[config.mk]
export PLATFORM = sky130hd
export DESIGN_NAME = mem_match_scanner
export DESIGN_NICKNAME = d
export VERILOG_FILES = /design/src/rtl/mem_match_pkg.sv /design/src/rtl/mem_match_cmp.sv /design/src/rtl/mem_match_scanner.sv
export SDC_FILE = /design/constraint.sdc
export NUM_CORES = 1
export LEC_CHECK = 0
export CAP_MARGIN = 25
export CORE_MARGIN = 3
export CORE_UTILIZATION = 46
export CTS_BUF_LIST = sky130_fd_sc_hd__clkbuf_4 sky130_fd_sc_hd__clkbuf_8 sky130_fd_sc_hd__clkbuf_16
export DETAILED_ROUTE_END_ITERATION = 10
export PLACE_DENSITY = 0.78
export SYNTH_ARGS = -nofsm -noshare
export SYNTH_HDL_FRONTEND = slang
export SYNTH_SLANG_ARGS = --single-unit
[constraint.sdc]
create_clock -name clock -period 2.34 [get_ports clock]
set_input_delay 0.468 -clock clock [delete_from_list [all_inputs] [get_ports clock]]
set_output_delay 0.468 -clock clock [all_outputs]
set_load 0.005 [all_outputs]
[src/rtl/mem_match_pkg.sv]
// mem_match_pkg
//   Shared types and constants for the SRAM match scanner: the scan FSM
//   state type, the SRAM geometry and the masked-compare helper.
package mem_match_pkg;

    localparam int DEPTH   = 16;          // SRAM words scanned, addresses 0..DEPTH-1
    localparam int ADDR_W  = 4;           // log2(DEPTH)
    localparam int DATA_W  = 32;          // SRAM word width
    localparam int COUNT_W = ADDR_W + 1;  // holds 0..DEPTH inclusive

    typedef enum logic [1:0] {
        IDLE,
        SCAN,
        DRAIN,
        DONE
    } scanStateT;

    // A word matches when every bit selected by the mask equals the key.
    function automatic logic isHit(
        input logic [DATA_W-1:0] data,
        input logic [DATA_W-1:0] key,
        input logic [DATA_W-1:0] mask
    );
        return ((data ^ key) & mask) == '0;
    endfunction

endpackage

[src/rtl/mem_match_cmp.sv]
// mem_match_cmp
//   Stage-2 masked comparator and result accumulator. Each valid stage-1
//   entry is compared against the latched key under the latched mask, and a
//   hit updates the bitmap, count, found flag and first-match address.
//
// Ports:
//   clock, reset_n   clock and asynchronous active-low reset
//   clear            clear all results (new scan accepted)
//   valid            stage-1 entry present this cycle
//   data, addr       stage-1 word and the address it was read from
//   key, mask        latched search key and compare mask
//   matchFound       at least one hit this scan
//   matchCount       number of hits, 0..DEPTH
//   firstMatchAddr   address of the first (lowest) hit, 0 if none
//   matchBitmap      bit i set iff word i hit
module mem_match_cmp
    import mem_match_pkg::*;
(
    input  logic               clock,
    input  logic               reset_n,
    input  logic               clear,
    input  logic               valid,
    input  logic [DATA_W-1:0]  data,
    input  logic [ADDR_W-1:0]  addr,
    input  logic [DATA_W-1:0]  key,
    input  logic [DATA_W-1:0]  mask,
    output logic               matchFound,
    output logic [COUNT_W-1:0] matchCount,
    output logic [ADDR_W-1:0]  firstMatchAddr,
    output logic [DEPTH-1:0]   matchBitmap
);

    logic hit;

    assign hit = valid && isHit(data, key, mask);

    // NOTE: the bitmap is a flat flop vector rather than a RAM, so it can and
    // must be cleared by reset along with the other result registers.
    always_ff @(posedge clock or negedge reset_n) begin
        if (!reset_n) begin
            matchFound     <= 1'b0;
            matchCount     <= '0;
            firstMatchAddr <= '0;
            matchBitmap    <= '0;
        end else if (clear) begin
            matchFound     <= 1'b0;
            matchCount     <= '0;
            firstMatchAddr <= '0;
            matchBitmap    <= '0;
        end else if (hit) begin
            matchFound        <= 1'b1;
            matchCount        <= matchCount + COUNT_W'(1);
            matchBitmap[addr] <= 1'b1;
            // Addresses arrive in ascending order, so the first hit is the lowest.
            if (!matchFound) begin
                firstMatchAddr <= addr;
            end
        end
    end

endmodule

[src/rtl/mem_match_scanner.sv]
// mem_match_scanner
//   Sequential search engine in front of a 16x32 asynchronous-read SRAM.
//   A Start pulse latches Key/Mask and sweeps every address; each word is
//   sampled on the edge after its address is driven (stage 1) and compared
//   one cycle later (stage 2). Done pulses once when results are final.
//
// Ports:
//   clock, reset_n   clock and asynchronous active-low reset
//   Start            scan request, accepted only in IDLE or DONE
//   Key, Mask        search value and compare mask (1 = bit participates)
//   ReadAddress      registered SRAM read address
//   ReadBus          SRAM read data for ReadAddress
//   Busy             high in SCAN and DRAIN
//   Done             one-cycle pulse when results are final
//   MatchFound       at least one word matched
//   MatchCount       number of matching words, 0..DEPTH
//   FirstMatchAddr   lowest matching address, 0 if none
//   MatchBitmap      bit i set iff word i matched
module mem_match_scanner
    import mem_match_pkg::*;
(
    input  logic               clock,
    input  logic               reset_n,
    input  logic               Start,
    input  logic [DATA_W-1:0]  Key,
    input  logic [DATA_W-1:0]  Mask,
    output logic [ADDR_W-1:0]  ReadAddress,
    input  logic [DATA_W-1:0]  ReadBus,
    output logic               Busy,
    output logic               Done,
    output logic               MatchFound,
    output logic [COUNT_W-1:0] MatchCount,
    output logic [ADDR_W-1:0]  FirstMatchAddr,
    output logic [DEPTH-1:0]   MatchBitmap
);

    scanStateT         state;
    scanStateT         nextState;
    logic              startAccept;
    logic              lastAddr;

    logic [DATA_W-1:0] keyQ;
    logic [DATA_W-1:0] maskQ;
    logic [DATA_W-1:0] dataQ;
    logic [ADDR_W-1:0] addrQ;
    logic              validQ;

    // Start is only honoured when no scan is in flight; DONE counts as idle
    // so scans can run back to back.
    assign startAccept = Start && (state == IDLE || state == DONE);
    assign lastAddr    = (ReadAddress == ADDR_W'(DEPTH - 1));

    // NOTE: sequential state uses non-blocking assignments so every register
    // samples the pre-edge values, independent of block ordering.
    always_ff @(posedge clock or negedge reset_n) begin
        if (!reset_n) begin
            state <= IDLE;
        end else begin
            state <= nextState;
        end
    end

    // NOTE: nextState gets a default before the case so no path leaves it
    // unassigned, which would otherwise infer a latch.
    always_comb begin
        nextState = state;
        case (state)
            IDLE:    if (startAccept) nextState = SCAN;
            SCAN:    if (lastAddr)    nextState = DRAIN;
            DRAIN:                    nextState = DONE;
            DONE:    nextState = startAccept ? SCAN : IDLE;
            default:                  nextState = IDLE;
        endcase
    end

    always_comb begin
        Busy = 1'b0;
        Done = 1'b0;
        case (state)
            SCAN, DRAIN: Busy = 1'b1;
            DONE:        Done = 1'b1;
            default:     ;
        endcase
    end

    // Address counter, key/mask latches and stage-1 capture. ReadAddress only
    // moves on edges, giving the SRAM almost a full cycle to settle.
    always_ff @(posedge clock or negedge reset_n) begin
        if (!reset_n) begin
            ReadAddress <= '0;
            keyQ        <= '0;
            maskQ       <= '0;
            dataQ       <= '0;
            addrQ       <= '0;
            validQ      <= 1'b0;
        end else if (startAccept) begin
            ReadAddress <= '0;
            keyQ        <= Key;
            maskQ       <= Mask;
            validQ      <= 1'b0;
        end else if (state == SCAN) begin
            dataQ       <= ReadBus;
            addrQ       <= ReadAddress;
            validQ      <= 1'b1;
            ReadAddress <= lastAddr ? '0 : ReadAddress + ADDR_W'(1);
        end else begin
            validQ      <= 1'b0;
        end
    end

    mem_match_cmp uCmp (
        .clock          (clock),
        .reset_n        (reset_n),
        .clear          (startAccept),
        .valid          (validQ),
        .data           (dataQ),
        .addr           (addrQ),
        .key            (keyQ),
        .mask           (maskQ),
        .matchFound     (MatchFound),
        .matchCount     (MatchCount),
        .firstMatchAddr (FirstMatchAddr),
        .matchBitmap    (MatchBitmap)
    );

endmodule
Yosys cells after proc, flatten, opt, wreduce, memory -nomap -nowiden. Cells that the tools add are included.

Add/sub/neg operators: 2. Order comparisons: 2. Equality and inequality tests: 7. Multiplexer cells: 22. Bitwise gates (word level): 4. Reductions and logical operators: 12.

Operators by type and width (number): 32-bit AND (1); 32-bit zero test (1); 16-bit 2-to-1 mux (2); 32-bit bitwise XOR (1); 4-bit 2-to-1 mux (6); 16-bit OR (1); 5-bit 2-to-1 mux (2); 1-bit 2-to-1 mux (8); 2-bit one-hot mux with 4 select lines (1); 2-bit inequality test, second input constant (3); 2-bit AND reduction (3); 5-bit by 1-bit adder with 5-bit output, second input constant (1); 4-bit by 5-bit less-than comparator with 1-bit output, second input constant (1); 4-bit by 1-bit adder with 4-bit output, second input constant (1); 1-bit demux with 4-bit select (1); 2-bit equality test, second input constant (2); 4-bit equality test, second input constant (1); 4-bit by 1-bit greater-or-equal comparator with 1-bit output, second input constant (1); 2-bit 2-to-1 mux (2); 2-bit nonzero test (2); 1-bit logical AND (3); 2-bit by 1-bit equality test with 1-bit output, second input constant (1); 2-bit zero test (1); 2-bit OR reduction (1); other kinds (2) (2).

Bits in registers: 133.

Logic depth before layout (Yosys ltp).
Word-level depth: 7. Depth in mapped cells: 8.

By module. From an unflattened synthesis, not the netlist that was laid out.

Cells, all modules: 428. Area total of the unflattened synthesis: 5761.8 um^2.

By module, submodules not included: mem_match_scanner (times used 1, cells each 252, area an instance 4155.2 um^2); mem_match_cmp (times used 1, cells each 176, area an instance 1606.5 um^2).

Worst setup path before layout. OpenSTA, ideal clock, no wires.

Path kind: reg2reg. From: register state[0]. To: register ReadAddress[1]. Data arrival time: 1.752 ns. Required time: 2.208 ns. Slack: 0.456 ns. Stages on the path, launching flop included: 8. Cell sequence: dfrtp_1 inv_1 ha_1 nor2b_1 clkbuf_1 clkbuf_1 buf_1 nor2_1.

Cells in the longest elaborated chain, start to end: 4.

RTL lines: from (decl) (RTL line mem_match_scanner.sv:37) `scanStateT state;`; from (signal assigned) (RTL line mem_match_scanner.sv:59) `state <= nextState;`; 2-bit equality test / 2-bit zero test (equally long branches) (RTL line mem_match_scanner.sv:50) `assign startAccept = Start && (state == IDLE || state == DONE);`; 1-bit logical OR (RTL line mem_match_scanner.sv:50); 1-bit logical AND (RTL line mem_match_scanner.sv:50); 4-bit 2-to-1 mux / 2-bit nonzero test (equally long branches); to (signal assigned) (RTL line mem_match_scanner.sv:105) `ReadAddress <= lastAddr ? '0 : ReadAddress + ADDR_W'(1);`; to (decl) (RTL line mem_match_scanner.sv:27) `output logic [ADDR_W-1:0] ReadAddress,`.

Parallel ways exist; a longest one is shown, timed or not. A chain may end at the register's enable or synchronous reset.

Worst setup path after layout.
From: register state[0]. To: output Busy.

Cells in the longest elaborated chain, start to end: 3.

RTL lines: 2-bit by 1-bit equality test with 1-bit output / 2-bit equality test (equally long branches) (RTL line mem_match_scanner.sv:79) `case (state)`; 2-bit OR reduction * (RTL line mem_match_scanner.sv:79); 1-bit 2-to-1 mux * (RTL line mem_match_scanner.sv:79); to (decl) (RTL line mem_match_scanner.sv:29) `output logic Busy,`.

Every way passes the cells marked *; elsewhere a longest branch is shown, timed or not.

==> flow_metrics.py <==
metrics = {
    "synthesis": {
        "synth_flop_cell": "dfrtp_1",
        "syn_nets": 657,
        "synthDistinctLibCells": 35,
        "synth_edf_count": 0,
        "async_flop_share_pct": 100,
        "syn_inst": 553,
        "synth_seq_cells": 133,
        "yosysWarnings": 0,
        "syn_area_sq_um": 5770,
        "post_synth.cell_area_avg_sq_um": 10.4,
        "ys_seq_area_share_pct": 57.7,
    },
    "outcome": {
        "status": "complete, but fails checks",
        "violations": "hold timing",
    },
    "global_routing": {
        "globalRouteTotalUtil_pct": 22.5,
        "antenna_found_initial": 0,
        "grt-ovfl-total": 0,
        "grt_pass1_vias": 4946,
        "grt_pass1_wl_microns": 24800,
        "grt_max_degree": 82,
    },
    "floorplanning": {
        "core_area_sq_um": 12100,
        "die_height_microns": 118,
        "initial_utilization_pct": 47.6,
        "die_w_microns": 118,
        "die_area_sq_um": 13900,
        "io_pins": 131,
        "rows": 40,
    },
    "route": {
        "ant_nets": 0,
        "vias": 4580,
        "post-route-drc-count": 0,
        "vias_per_cell": 5.27,
        "wl_per_cell_microns": 17.3,
        "first_iter_violations": 326,
        "wirelength_microns": 15100,
        "drt_first_pass_iters": 4,
    },
    "worst_setup_path": {
        "cp.arrival_ns": 1.79,
        "ff2ff_setup_slack_ns": 0.13,
        "start_kind": "flop",
        "crit_required_ns": 1.87,
        "path_cells": "inv_1 -> ha_2 -> clkdlybuf4s50_1",
        "cpPeakStageDelay_ns": 0.52,
        "path_max_fanout": 4,
        "cp_num_buf_inv": 2,
        "critPathTopFamily": "buffers and inverters",
        "crit_path_end_kind": "output port",
        "crit_slowest_cell": "clkdlybuf4s50_1",
        "critPathKind": "flop to output port",
    },
    "timing": {
        "whs_ns": -0.00838,
        "grt_setup_unrepaired": "no",
        "clock_skew_ns": 0.00802,
        "fin_setup_tns_ns": 0,
        "fin_ws_ns": 0.0795,
        "setup_viol": 0,
        "tightest_slew_ns": 0.687,
        "fmax_mhz": 442,
        "post-route-period-util_pct": 96.6,
        "fin_crit_ns": 2.26,
        "report.final.slew_viol_count": 0,
        "timing.final.hold_violations": 3,
        "slew-limit-headroom_pct": 54.1,
    },
    "clock_tree": {
        "cts.clk_slew.worst_paths_ns": 0.05,
        "numCtsBuffers": 17,
        "cts_tree": "done",
        "cts.path.max_buffers": 2,
        "cts_sinks": 133,
        "insertion_delay_ns": 0.42,
        "cts_root_buffer": "clkbuf_16",
        "cts_setup_buffers": 0,
        "cts.htree.levels": 4,
    },
    "final_layout": {
        "drive_above_1_share_pct": 12.7,
        "multiInputGateArea_sq_um": 2340,
        "utilization_pct": 65.9,
        "final_cell_mix": "nand2_1 (202), dfrtp_1 (133), clkdlybuf4s50_1 (129)",
        "final_common_cell": "nand2_1",
        "diodes": 0,
        "fin_nets": 792,
        "register_area_sq_um": 3330,
        "fill_cells": 974,
        "areaGrowthSynthToFinish_pct": 38.4,
        "stdcell_count": 869,
    },
    "power_and_ir_drop": {
        "leakagePower_nw": 3.69,
        "powerDensity_nw_per_um2": 1330,
        "peakVddDrop_mv": 0.582,
        "p_total_mw": 10.6,
    },
    "placement": {
        "dp.cells": 837,
        "port_buffers": 130,
        "dpl.hpwl_microns": 10800,
        "dpl_worst_slack_ns": 0.116,
        "gp_congestion": 0.854,
    },
    "flow_run": {
        "cap_violations": 0,
    },
    "min_path": {
        "min_path_type": "input pin to asynchronous set/reset pin",
    },
}
==> layer usage <==
layer,vias up,GRT usage [%],wire (microns)
li1,2150,-,-
met1,2243,29.6,6490
met2,154,35.2,7340
met3,33,6.20,864
met4,0,9.60,375
met5,-,0,0
==> power by group <==
group | switching [mW] | internal [mW]
Combinational | 2.15 | 1.67
Clock | 0.938 | 1.94
Sequential | 0.688 | 3.22
==> final timing paths <==
check	start	endpoint	depth (start not counted)
min in group clock	maskQ[22]$_DFFE_PN0N_	maskQ[22]$_DFFE_PN0N_	2
worst min register to register	maskQ[22]$_DFFE_PN0N_	maskQ[22]$_DFFE_PN0N_	2
worst min-delay path	reset_n	uCmp.matchBitmap[7]$_DFFE_PN0P_	1
worst max register to register	keyQ[13]$_DFFE_PN0N_	uCmp.matchCount[0]$_DFFE_PN0P_	7
max in group asynchronous	reset_n	validQ$_DFF_PN0_	2
worst max-delay path	state[0]$_DFFE_PN0P_	Busy	3
==> sequential cells by signal (all words and copies together) (netlist names) <==
name / cells
uCmp.firstMatchAddr: 4
state: 2
uCmp.matchBitmap: 16
keyQ: 32
validQ: 1
dataQ: 32
uCmp.matchCount: 5
addrQ: 4
ReadAddress: 4
uCmp.matchFound: 1
maskQ: 32
==> repair_timing <==
item	4_1_cts	5_1_grt
endpoints found under the setup margin	0	3
hold buffers	0	0
resized for setup	0	2
endpoints found under the hold margin	0	0
==> logic make-up after synthesis <==
group | count (synthesis) | share of synthesized area (%)
compound gates | 68 | 8.96
xor+xnor | 33 | 5.01
fa+ha+maj | 5 | 1.08
buf+inv | 30 | 2.02
flops | 133 | 57.7
mux | 37 | 7.20
simple gates | 247 | 18.0
==> cell usage after synthesis, types with 2 or more instances <==
| cell type | n | area [sq um] |
|---|---|---|
| a22oi_1 | 22 | 165 |
| nand2b_1 | 2 | 12.5 |
| a22oi_2 | 2 | 25.0 |
| and4_1 | 2 | 17.5 |
| ha_1 | 5 | 62.6 |
| nor2_1 | 5 | 18.8 |
| nand2_1 | 202 | 758 |
| nor3b_1 | 2 | 15.0 |
| a32o_1 | 16 | 160 |
| or3_1 | 3 | 18.8 |
| a21oi_1 | 13 | 65.1 |
| buf_2 | 3 | 15.0 |
| o21ai_0 | 5 | 25.0 |
| nand4b_1 | 4 | 35.0 |
| o31ai_1 | 7 | 52.6 |
| dfrtp_1 | 133 | 3330 |
| nor3_1 | 3 | 15.0 |
| mux2_2 | 36 | 405 |
| xor2_1 | 33 | 289 |
| nand3_1 | 5 | 25.0 |
| or4_1 | 3 | 22.5 |
| nand4_1 | 7 | 43.8 |
| inv_1 | 3 | 11.3 |
| buf_1 | 4 | 15.0 |
| clkbuf_1 | 20 | 75.1 |
| nor2b_1 | 4 | 25.0 |
==> cell type report <==
class	count	share of cell area (%)
repair buffers	143	18.0
well taps	168	2.63
clock inverters	9	1.82
clock buffers	23	6.36
multi-input cells	390	29.4
inverters	3	0.141
flip-flops and latches	133	41.7
==> stage by stage <==
stage | hold WS, ns | instance area [sq um]
after global placement | 0.447 | 7320
after floorplan | 0.172 | 5770
after detailed placement | 0.455 | 7320
after CTS | 0.0137 | 7980
final | -0.00838 | 7980
after global routing | 0.0248 | 7980
Power figures use the tool's default switching activity.
==> RTL edit (same settings) <==
Register the input `Mask` before use, with the module's reset. The logic sees it one clock later. The other inputs are not delayed to match.
--- a/src/rtl/mem_match_scanner.sv
+++ b/src/rtl/mem_match_scanner.sv
@@ -33,6 +33,16 @@
     output logic [ADDR_W-1:0]  FirstMatchAddr,
     output logic [DEPTH-1:0]   MatchBitmap
 );
+
+    logic [DATA_W-1:0] Mask_q;
+
+    always_ff @(posedge clock or negedge reset_n) begin
+        if (!reset_n) begin
+            Mask_q <= '0;
+        end else begin
+            Mask_q <= Mask;
+        end
+    end
 
     scanStateT         state;
     scanStateT         nextState;
@@ -96,7 +106,7 @@
         end else if (startAccept) begin
             ReadAddress <= '0;
             keyQ        <= Key;
-            maskQ       <= Mask;
+            maskQ       <= Mask_q;
             validQ      <= 1'b0;
         end else if (state == SCAN) begin
             dataQ       <= ReadBus;
Formal check against the unedited RTL: not equivalent (Yosys sat finds a counterexample within 4 cycles, from zero or initial values and one cycle with reset_n low).
==> RTL edit against the unedited design <==
- final cell count grew 5.5%
- power up 4.6%
- routed wire length increased by 5.9%
- design area increased by 9.5%
- largest cell class unchanged
- worst setup slack lost 0.017 ns
- clock skew increased by 0.0013 ns
- sequential cell count rose by 32
- highest routed layer unchanged
- largest power group unchanged
- area after synthesis up 14%
==> RTL edit: results (changes against the unedited design) <==
stage;metric;value;unit;change
grt;grt_pass1_wl;25.7;mm;was 24.8 mm
clock_network;clk_path_buf_depth;2;;unchanged
route;dr.pass1.iters;6;;was 4
clock_network;clk_latency;0.42;ns;about the same
yosys;synth_compound_area_share;7.69;%;was 8.96%
sta;skew;0.00931;ns;was 0.00802 ns
grt;grtUsageMet3;4.88;%;was 6.20%
cells_and_area;stdcell_count;917;;was 869
sta;fin_ws;0.0626;ns;was 0.0795 ns
placed_design;place_congestion;0.838;;was 0.854
grt;antenna_found_initial;0;;unchanged
sta;slew_headroom;53.6;%;was 54.1%
pwr;ir_worst_vdd;0.000643;V;was 0.000582 V
clock_network;clk_pin_slew;0.06;ns;
grt;grt_usage;20.8;%;was 22.5%
grt;met2_usage;35.4;%;was 35.2%
grt;grt_pass1_vias;4961;;was 4946
pwr;leakage;4.05;nW;was 3.69 nW
yosys;ys_seq_area_share;62.7;%;was 57.7%
run_status;status;finished clean;;was finished, violations left
clock_network;numCtsBuffers;17;;unchanged
hold_path;min_path_type;flip-flop to flip-flop;;was input port to asynchronous set/reset pin
grt;grt-ovfl-total;0;;unchanged
yosys;syn_nets;692;;was 657
cells_and_area;fillers;1062;;was 974
placed_design;dpl.hpwl;11.2;mm;was 10.8 mm
cells_and_area;drive_gt1_share;12.1;%;was 12.7%
placed_design;dpl_cell_area;0.00814;mm²;was 0.00732 mm²
clock_network;h-tree-depth;4;;unchanged
yosys;synth_xor_area_share;4.39;%;was 5.01%
clock_network;cts_setup_buffers;0;;unchanged
worst_setup_path;reg2reg_from;keyQ[10]$_DFFE_PN0N_;;was keyQ[13]$_DFFE_PN0N_
placed_design;dp_cells;884;;was 837
yosys;yosysUniqueCellTypes;36;;was 35
yosys;synth_area_leaders;dfrtp_1 (63%), nand2_1 (12%), mux2_2 (6.2%), xor2_1 (4.4%), a22oi_1 (2.6%);;was dfrtp_1 (58%), nand2_1 (13%), mux2_2 (7.0%), xor2_1 (5.0%), a22oi_1 (2.9%)
yosys;synth_mux_area_share;6.30;%;was 7.20%
placed_design;pre_cts_slack;0.158;ns;was 0.116 ns
grt;use_met1;26.6;%;was 29.6%
placed_design;io_buffer_count;130;;unchanged
grt;grt_max_degree;60;;was 82
worst_setup_path;crit_fanout;4;;unchanged
route;wire_per_inst;17.4;µm;was 17.3 µm
clock_network;clock-root-buffer;clkbuf_16;;unchanged
yosys;netlist_top_cells_count;nand2_1 (204), dfrtp_1 (165), mux2_2 (36);;was nand2_1 (202), dfrtp_1 (133), mux2_2 (36)
yosys;syn_area_per_cell;11.2;µm²;was 10.4 µm²
route;drt-vias-per-instance;5.28;;was 5.27
clock_network;tritoncts;done;;unchanged
worst_setup_path;slowest_stage;clkdlybuf4s50_1;;unchanged
route;drtIter0Drc;397;;was 326
worst_setup_path;crit_start;state[0]$_DFFE_PN0P_;;unchanged
yosys;synth_adder_area_share;0.949;%;was 1.08%
cells_and_area;fin_nets;828;;was 792
RTL edit: cell types whose count changed in the layout (fill, tap and decap cells not counted), sizes merged, moves of 2 or more:
cell    before  now
dfrtp      133  165
nor2         5    7
bufinv       4    2
clkinv       5    7
nand2      202  204
and4         2    0
RTL edit: power by group:
part,switching [mW],total (mW),internal [mW]
sequential,0.683,4.48,3.80
combinational,2.23,3.87,1.64
clock,1.07,2.75,1.68
total,3.98,11.1,7.12
RTL edit: final timing paths:
path | to | slack, ns | depth (start not counted)
worst max-delay path | Busy | 0.06 | 3
worst min-delay path | maskQ[3]$_DFFE_PN0N_ | 0.44 | 2
worst max register to register | uCmp.matchCount[3]$_DFFE_PN0P_ | 0.15 | 6
worst min register to register | maskQ[3]$_DFFE_PN0N_ | 0.44 | 2
max in group asynchronous | Mask_q[31]$_DFF_PN0_ | 1.10 | 3
min in group asynchronous | uCmp.matchBitmap[14]$_DFFE_PN0P_ | 0.55 | 2
RTL edit: metal layers:
metal | wire length, µm | share of wire, %
met4 | 220 | 1.4
met5 | 0 | 0
met1 | 6780 | 43
met3 | 802 | 5.0
met2 | 8140 | 51
RTL edit: layout make-up:
class	count	area [µm²]	area share, %
inverter	3	11.3	0.129
clock inverter	10	103	1.17
timing repair buffer	144	1450	16.6
sequential	165	4130	47.2
multi-input combinational	393	2340	26.7
clock buffer	22	488	5.58
tap	180	225	2.58
RTL edit: what timing repair did:
item | in CTS | in global routing
hold buffers | 1 | 0
endpoints found under the hold margin | 6 | 0
endpoints found under the setup margin | 0 | 2
gates resized for setup | 0 | 1
RTL edit: cells by family after synthesis:
kind of cell | count (synthesis)
AND/OR/NAND/NOR | 251
flip-flops | 165
AO/OA/AOI/OAI | 67
multiplexers | 37
XOR/XNOR | 33
buffers and inverters | 30
adder cells (fa/ha/maj) | 5
